### config.mk
export PLATFORM = sky130hd
export DESIGN_NAME = grant_capture_fifo
export DESIGN_NICKNAME = d
export VERILOG_FILES = /design/src/rtl/grant_capture_fifo_pkg.sv /design/src/rtl/grant_capture_fifo_onehot.sv /design/src/rtl/grant_capture_fifo.sv
export SDC_FILE = /design/constraint.sdc
export NUM_CORES = 1
export LEC_CHECK = 0
export CORE_UTILIZATION = 58
export CTS_BUF_LIST = sky130_fd_sc_hd__clkbuf_16
export DETAILED_ROUTE_END_ITERATION = 10
export HOLD_SLACK_MARGIN = 0.12
export PLACE_DENSITY = 0.86
export SETUP_SLACK_MARGIN = 0.5
export SYNTH_ARGS = -nofsm -noshare
export SYNTH_HDL_FRONTEND = slang
export SYNTH_SLANG_ARGS = --single-unit
### constraint.sdc
create_clock -name clk -period 3.85 [get_ports clk]
set_clock_uncertainty 0.05 [all_clocks]
set_input_delay 0.385 -clock clk [delete_from_list [all_inputs] [get_ports clk]]
set_output_delay 0.385 -clock clk [all_outputs]
set_load 0.02 [all_outputs]
### src/rtl/grant_capture_fifo_pkg.sv
// Shared types and helpers for the priority_mux / grant_capture_fifo pair.
// The entry struct gains a timestamp field when GRANT_CAPTURE_TIMESTAMP_EN is defined.
package priority_mux_pkg;

    localparam int N_SIGNAL_WIDTH_DEF = 8;
    localparam int N_SIGNALS_DEF      = 8;
    localparam int DEPTH_DEF          = 8;
    localparam int TS_WIDTH_DEF       = 16;

    typedef logic [$clog2(N_SIGNALS_DEF)-1:0] src_idx_t;

    typedef struct packed {
        logic [N_SIGNAL_WIDTH_DEF-1:0] data;
        src_idx_t                      src;
`ifdef GRANT_CAPTURE_TIMESTAMP_EN
        logic [TS_WIDTH_DEF-1:0]       ts;
`endif
    } entry_t;

    function automatic bit depth_ok(input int unsigned d);
        return (d >= 32'd2) && ((d & (d - 32'd1)) == 32'd0);
    endfunction

endpackage

### src/rtl/grant_capture_fifo_onehot.sv
// Converts a grant vector to the index of its lowest set bit and reports
// whether any bit, or more than one bit, is set. Purely combinational.
module onehot_to_index #(
    parameter int N     = 8,
    parameter int IDX_W = (N > 1) ? $clog2(N) : 1
) (
    input  logic [N-1:0]     vec,
    output logic [IDX_W-1:0] idx,
    output logic             any_set,
    output logic             multi_set
);

    // Scan downward so the lowest set bit is the last one written.
    always_comb begin
        idx = {IDX_W{1'b0}};
        for (int i = N - 1; i >= 0; i--) begin
            if (vec[i]) begin
                idx = IDX_W'(i);
            end else begin
                idx = idx;
            end
        end
        any_set   = |vec;
        multi_set = |(vec & (vec - N'(1)));
    end

endmodule

### src/rtl/grant_capture_fifo.sv
// Captures each new grant from priority_mux into a first-word-fall-through FIFO.
// Optional GRANT_CAPTURE_TIMESTAMP_EN adds a per-entry cycle timestamp and out_ts.
module grant_capture_fifo
    import priority_mux_pkg::*;
#(
    parameter int N_SIGNAL_WIDTH = N_SIGNAL_WIDTH_DEF,
    parameter int N_SIGNALS      = N_SIGNALS_DEF,
    parameter int DEPTH          = DEPTH_DEF,
    parameter int TS_WIDTH       = TS_WIDTH_DEF
) (
    input  logic                         clk,
    input  logic                         rst,
    input  logic [N_SIGNAL_WIDTH-1:0]    signal_in,
    input  logic [N_SIGNALS-1:0]         signal_ack_in,
    output logic [N_SIGNAL_WIDTH-1:0]    out_data,
    output logic [$clog2(N_SIGNALS)-1:0] out_src,
    output logic                         out_valid,
    input  logic                         out_ready,
    output logic [$clog2(DEPTH):0]       count,
    output logic                         full,
    output logic                         empty,
    output logic                         overflow,
    output logic                         onehot_err,
    input  logic                         clr_flags
`ifdef GRANT_CAPTURE_TIMESTAMP_EN
    ,
    output logic [TS_WIDTH-1:0]          out_ts
`endif
);

    localparam int PTR_W = $clog2(DEPTH);
    localparam int CNT_W = PTR_W + 1;
    localparam int SRC_W = $clog2(N_SIGNALS);

    if (!depth_ok(DEPTH)) begin : g_depth_check
        $error("grant_capture_fifo: DEPTH must be a power of two and at least 2");
    end

    typedef struct packed {
        logic [N_SIGNAL_WIDTH-1:0] data;
        logic [SRC_W-1:0]          src;
`ifdef GRANT_CAPTURE_TIMESTAMP_EN
        logic [TS_WIDTH-1:0]       ts;
`endif
    } fifo_entry_t;

    fifo_entry_t          mem_q [DEPTH];
    fifo_entry_t          mem_d [DEPTH];
    fifo_entry_t          new_entry_s;
    fifo_entry_t          head_s;
    logic [PTR_W-1:0]     wr_ptr_q, wr_ptr_d, rd_ptr_q, rd_ptr_d;
    logic [CNT_W-1:0]     count_q, count_d;
    logic [N_SIGNALS-1:0] ack_q;
    logic                 overflow_q, overflow_d, onehot_err_q, onehot_err_d;
    logic [SRC_W-1:0]     grant_idx_s;
    logic                 grant_any_s, grant_multi_s;
    logic                 full_s, empty_s, pop_s, push_req_s, push_ok_s;
`ifdef GRANT_CAPTURE_TIMESTAMP_EN
    logic [TS_WIDTH-1:0]  ts_q;
`endif

    onehot_to_index #(
        .N     (N_SIGNALS),
        .IDX_W (SRC_W)
    ) u_onehot_to_index (
        .vec       (signal_ack_in),
        .idx       (grant_idx_s),
        .any_set   (grant_any_s),
        .multi_set (grant_multi_s)
    );

    // Push/pop decisions and next-state for storage, pointers, count and sticky flags.
    always_comb begin
        full_s     = (count_q == CNT_W'(DEPTH));
        empty_s    = (count_q == {CNT_W{1'b0}});
        pop_s      = !empty_s && out_ready;
        push_req_s = grant_any_s && (signal_ack_in != ack_q);
        push_ok_s  = push_req_s && (!full_s || pop_s);

        new_entry_s.data = signal_in;
        new_entry_s.src  = grant_idx_s;
`ifdef GRANT_CAPTURE_TIMESTAMP_EN
        new_entry_s.ts   = ts_q;
`endif

        mem_d = mem_q;
        if (push_ok_s) begin
            mem_d[wr_ptr_q] = new_entry_s;
            wr_ptr_d        = wr_ptr_q + PTR_W'(1);
        end else begin
            wr_ptr_d = wr_ptr_q;
        end

        if (pop_s) begin
            rd_ptr_d = rd_ptr_q + PTR_W'(1);
        end else begin
            rd_ptr_d = rd_ptr_q;
        end

        case ({push_ok_s, pop_s})
            2'b10:   count_d = count_q + CNT_W'(1);
            2'b01:   count_d = count_q - CNT_W'(1);
            default: count_d = count_q;
        endcase

        // A new error in the clearing cycle must survive the clear.
        overflow_d   = (clr_flags ? 1'b0 : overflow_q)   | (push_req_s && !push_ok_s);
        onehot_err_d = (clr_flags ? 1'b0 : onehot_err_q) | (push_req_s && grant_multi_s);
    end

    // State registers; reset also wipes storage so the head reads as zero.
    always_ff @(posedge clk or posedge rst) begin
        if (rst) begin
            for (int i = 0; i < DEPTH; i++) begin
                mem_q[i] <= '{default: 1'b0};
            end
            wr_ptr_q     <= {PTR_W{1'b0}};
            rd_ptr_q     <= {PTR_W{1'b0}};
            count_q      <= {CNT_W{1'b0}};
            ack_q        <= {N_SIGNALS{1'b0}};
            overflow_q   <= 1'b0;
            onehot_err_q <= 1'b0;
        end else begin
            mem_q        <= mem_d;
            wr_ptr_q     <= wr_ptr_d;
            rd_ptr_q     <= rd_ptr_d;
            count_q      <= count_d;
            ack_q        <= signal_ack_in;
            overflow_q   <= overflow_d;
            onehot_err_q <= onehot_err_d;
        end
    end

`ifdef GRANT_CAPTURE_TIMESTAMP_EN
    // Free-running capture timestamp.
    always_ff @(posedge clk or posedge rst) begin
        if (rst) begin
            ts_q <= {TS_WIDTH{1'b0}};
        end else begin
            ts_q <= ts_q + TS_WIDTH'(1);
        end
    end
    assign out_ts = head_s.ts;
`endif

    assign head_s     = mem_q[rd_ptr_q];
    assign out_data   = head_s.data;
    assign out_src    = head_s.src;
    assign out_valid  = !empty_s;
    assign count      = count_q;
    assign full       = full_s;
    assign empty      = empty_s;
    assign overflow   = overflow_q;
    assign onehot_err = onehot_err_q;

endmodule

==> impl_results.rst <==
.. list-table::
   :header-rows: 1

   * - Metric
     - Value
   * - Run status
     - completed
   * - Total negative setup slack
     - 0 ns
   * - Number of failing hold endpoints at the final stage
     - 0
   * - Unrepaired setup endpoints after global routing
     - no
   * - Clock input transition at the sequential cells of the worst setup and hold paths
     - 0.08 ns
   * - Static Leak
     - 2.50 nW
   * - Row count
     - 34
   * - Buffers from clock root to sink, at most
     - 2
   * - Wirelength, routed
     - 9.58 mm
   * - Fraction of layout cells with a size suffix above 1
     - between 40% and 50%
   * - CP Cell Sequence
     - buf_12 > mux4_2 > mux2_2 > clkdlybuf4s50_1
   * - Number of iterations in the first detailed-routing pass
     - 4
   * - Wire length of the first global-routing pass
     - 15.3 mm
   * - Ant. Diodes
     - 0
   * - Post-route clock period utilization
     - 80.1%
   * - Share of the synthesized area in the top cell type
     - between 50% and 60%
   * - Buffering stage count on the worst path with inverters included
     - 2
   * - Maximum vdd drop
     - 0.435 mV
   * - Largest cells by area after synthesis
     - sky130_fd_sc_hd__dfrtp_1 (52%), sky130_fd_sc_hd__mux2_2 (21%), sky130_fd_sc_hd__mux4_2 (9.6%)
   * - Setup violation total in the final timing report
     - 0
   * - Cts repair resizes
     - 0
   * - Floorplan Core Area
     - around 0.0087 mm2
   * - Combinational family with the most area after synthesis
     - multiplexers
   * - Depth of the worst register-to-register path
     - 12
   * - Endpoint with the worst hold slack
     - mem_q[20]
   * - Detailed Place HPWL
     - 5.94 mm
   * - Reg2Reg Capture Point
     - count[3]
   * - Number of hold-repair buffers added at the cts stage
     - 0
   * - Via density per instance
     - 5.93
   * - Final Util
     - between 60% and 70%
   * - Library cells used by synthesis
     - 36
   * - Via count of the first global-routing pass
     - 2919
   * - Worst slew pin tran
     - between 1 and 1.5 ns
   * - Most common library cells after synthesis
     - sky130_fd_sc_hd__dfrtp_1 (108), sky130_fd_sc_hd__mux2_2 (95), sky130_fd_sc_hd__mux4_2 (22)
   * - Number of vias after detailed routing
     - 2925
   * - Number of CTS-inserted buffers
     - 9
   * - Synth warn
     - 0
   * - Detail Route Antenna Nets
     - 0
   * - Netlist area before placement
     - 0.00518 mm2
   * - Sw Pwr
     - 1.82 mW
   * - Launching element type of the critical path
     - flop
   * - Number of fill cells in the layout
     - slightly below 600
   * - Slowest cell on the critical path
     - sky130_fd_sc_hd__dfrtp_1
   * - Initial antenna violation count
     - 0
   * - Final Slew Violations
     - 0
   * - Hold path startpoint
     - mem_q[20]
   * - Top cell family by delay on the critical path
     - multiplexers
   * - Post-synthesis average cell area
     - 15.4 um2
   * - Area growth, synth to finish
     - 15.1%
   * - Startpoint-to-endpoint class of the critical path
     - flop to output pin
   * - Number of clock sinks seen by CTS
     - between 100 and 150
   * - Most utilized layer in the global route result
     - met2
   * - Routed length per placed instance
     - 19.4 um
   * - Die area
     - 0.00932 mm2
   * - Power density normalized to cell area
     - a little over 900 mW/mm2
   * - Maximum number of pins on one net before global-route repair
     - 70
   * - Share of flip-flops with an asynchronous set or reset after synthesis
     - 100%
   * - Reg2Reg Launch Point
     - count[0]
   * - Global-route usage over all layers
     - about 23%
   * - Setup slack of the worst register-to-register path
     - about 1.0 ns
   * - Last weighted congestion value of the routability-driven placer
     - approximately 0.8
   * - Peak Freq
     - ~0.32 GHz
   * - Combinational share of power
     - 45.8%
   * - Die height
     - 96.5 um
   * - Total Power
     - about 5.4 mW
   * - Proportion of power drawn by flip-flops and latches
     - 37.0%
   * - Buffers inserted during post-CTS setup optimization
     - 0
   * - CP endpoint kind
     - output pin
   * - GRT Residual Overflow
     - 0
   * - Boundary pin count
     - 40
   * - Multiplexer share of the synthesized area
     - 32.1%
   * - Crit path arrival time
     - 2.65 ns
   * - Xor and xnor area share after synthesis
     - 2.70%
   * - CTS HTree Levels
     - 3
   * - Worst path max stage delay
     - 0.69 ns
   * - Post-synthesis net count
     - 363
   * - Post-synthesis cell type with the largest combined area
     - sky130_fd_sc_hd__dfrtp_1
   * - Share of power burned in the clock network
     - approximately 17%
   * - TritonCTS clock tree
     - yes
   * - Die Span X
     - 96.5 um
   * - DR iter-0 viols
     - 130
   * - Synthesized-area fraction occupied by ao, oa, aoi and oai cells
     - 1.59%
   * - Met1 GRT Util
     - 31.3%
   * - Worst hold-check path type
     - flop to flop
   * - Met3 usage in global routing
     - 4.69%
   * - Internal power component
     - between 3 and 4 mW
   * - Period minus WS final
     - 3.08 ns
   * - Simple logic cell fraction of the synthesized area
     - 6.15%
   * - Gate count after technology mapping
     - ~340
   * - Dominant synthesized flop cell
     - sky130_fd_sc_hd__dfrtp_1
   * - Worst Hold Path Cells
     - 1
   * - Post-route DRC violation count
     - 0
   * - Sequential fraction of the synthesis area
     - 52.1%
   * - Post-synth EDFFs
     - 0
   * - Port Buffers
     - 39
   * - Worst path required time
     - 3.41 ns
   * - Slew Limit Headroom
     - 23.7%
   * - Switching power share of the total
     - between 30% and 40%
   * - Post-synthesis share of cell area spent on full adders, half adders and majority gates
     - under 10%
   * - Total number of nets in the final design
     - 406
   * - Starting utilization of the core area
     - 59.7%
   * - Worst-skew pair later-pin latency
     - between 0.3 and 0.4 ns
   * - Most frequently used cell type in the post-synthesis netlist
     - sky130_fd_sc_hd__dfrtp_1
   * - Met2 GRT Util
     - between 30% and 40%
   * - Master cell of the clock root buffer
     - sky130_fd_sc_hd__clkbuf_16
   * - Number of storage elements in the synthesis netlist
     - 108
   * - Reported max-cap violation count
     - 0
   * - Maximum fanout encountered on the critical timing path
     - 16
## area by class of cell
type	instances	area (um2)	area share, %
Multi-Input combinational cell	200	2300	38.6
Clock buffer	9	225	3.78
Tap cell	108	135	2.27
Sequential cell	108	2700	45.3
Inverter	12	47.5	0.797
Clock inverter	7	76.3	1.28
Timing Repair Buffer	49	478	8.01
## sequential cells by signal, indices dropped and copies added, names as in the netlist
| signal | count |
|---|---|
| mem_q | 88 |
| rd_ptr_q | 3 |
| wr_ptr_q | 3 |
| onehot_err | 1 |
| ack_q | 8 |
| count | 4 |
| overflow | 1 |
## placed cells by master (no fill, tap or decap), types with 2 or more instances in the layout
| master | instances |
|---|---|
| sky130_fd_sc_hd__dfrtp_1 | 108 |
| sky130_fd_sc_hd__mux2_2 | 95 |
| sky130_fd_sc_hd__clkdlybuf4s50_1 | 39 |
| sky130_fd_sc_hd__mux4_2 | 22 |
| sky130_fd_sc_hd__xor2_1 | 12 |
| sky130_fd_sc_hd__inv_1 | 11 |
| sky130_fd_sc_hd__clkbuf_16 | 9 |
| sky130_fd_sc_hd__buf_4 | 9 |
| sky130_fd_sc_hd__nand2_1 | 7 |
| sky130_fd_sc_hd__nor2_1 | 7 |
| sky130_fd_sc_hd__nor4_4 | 6 |
| sky130_fd_sc_hd__mux2_4 | 6 |
| sky130_fd_sc_hd__nor4_1 | 5 |
| sky130_fd_sc_hd__ha_1 | 5 |
| sky130_fd_sc_hd__nor3_1 | 4 |
| sky130_fd_sc_hd__xnor2_1 | 4 |
| sky130_fd_sc_hd__inv_8 | 4 |
| sky130_fd_sc_hd__nand2b_1 | 3 |
| sky130_fd_sc_hd__a21oi_1 | 3 |
| sky130_fd_sc_hd__or4_1 | 2 |
| sky130_fd_sc_hd__o22ai_1 | 2 |
| sky130_fd_sc_hd__a2111oi_0 | 2 |
| sky130_fd_sc_hd__clkinvlp_4 | 2 |
## worst max path at each step
stage,start,endpoint,slack [ns],depth (start not counted)
6_report,rd_ptr_q[0],out_src[2],0.77,4
5_1_grt,signal_ack_in[4],count[3],0.54,13
4_1_cts,rd_ptr_q[0],out_src[1],0.73,4
3_5_place_dp,signal_ack_in[5],count[3],0.45,13
3_3_place_gp,signal_ack_in[5],count[3],0.55,13
2_1_floorplan,rst,ack_q[0],0.57,1
## logic make-up (layout without fill, tap and decap cells)
logic type	after synthesis	in the layout
simple gates	41	41
mux	124	124
fa+ha+maj	7	7
flops	108	108
buf+inv	29	77
compound gates	12	12
xor+xnor	16	16
## per-layer routing
layer  share of wire, %  wire length [um]
met1                 45              4360
met3                2.4               233
met2                 51              4900
met5                  0                 0
met4               0.98                94
## per-stage QoR
step           hold slack, ns  setup WS [ns]  instance area (um2)  std cells
2_1_floorplan           0.366          0.569                 5180        337
3_3_place_gp            0.434          0.547                 5660        477
3_5_place_dp            0.442          0.452                 5660        477
4_1_cts                 0.459          0.726                 5960        493
5_1_grt                 0.474          0.544                 5960        493
6_report                0.459          0.768                 5960        493
## power by group through the flow
| stage | Combinational [mW] | Sequential (mW) | Clock [mW] |
|---|---|---|---|
| 2_1_floorplan | 1.87 | 1.91 | 0 |
| 3_3_place_gp | 2.42 | 1.98 | 0 |
| 3_5_place_dp | 2.48 | 2.02 | 0 |
| 4_1_cts | 2.50 | 2.00 | 0.939 |
| 5_1_grt | 2.64 | 2.07 | 0.991 |
| 6_report | 2.47 | 2.00 | 0.927 |
## worst register-to-register path, stage by stage (launching register included)
cell,delay (ns)
sky130_fd_sc_hd__dfrtp_1,0.45
sky130_fd_sc_hd__nor4b_2,0.44
sky130_fd_sc_hd__nand2_1,0.16
sky130_fd_sc_hd__nand2_2,0.29
sky130_fd_sc_hd__nor2_1,0.15
sky130_fd_sc_hd__inv_1,0.08
sky130_fd_sc_hd__ha_1,0.19
sky130_fd_sc_hd__ha_1,0.24
sky130_fd_sc_hd__a21o_1,0.18
sky130_fd_sc_hd__a21oi_1,0.17
sky130_fd_sc_hd__xnor2_1,0.13
sky130_fd_sc_hd__nor2_1,0.06
sky130_fd_sc_hd__xor2_1,0.14
Note: power is estimated with default switching activity, not from simulation.
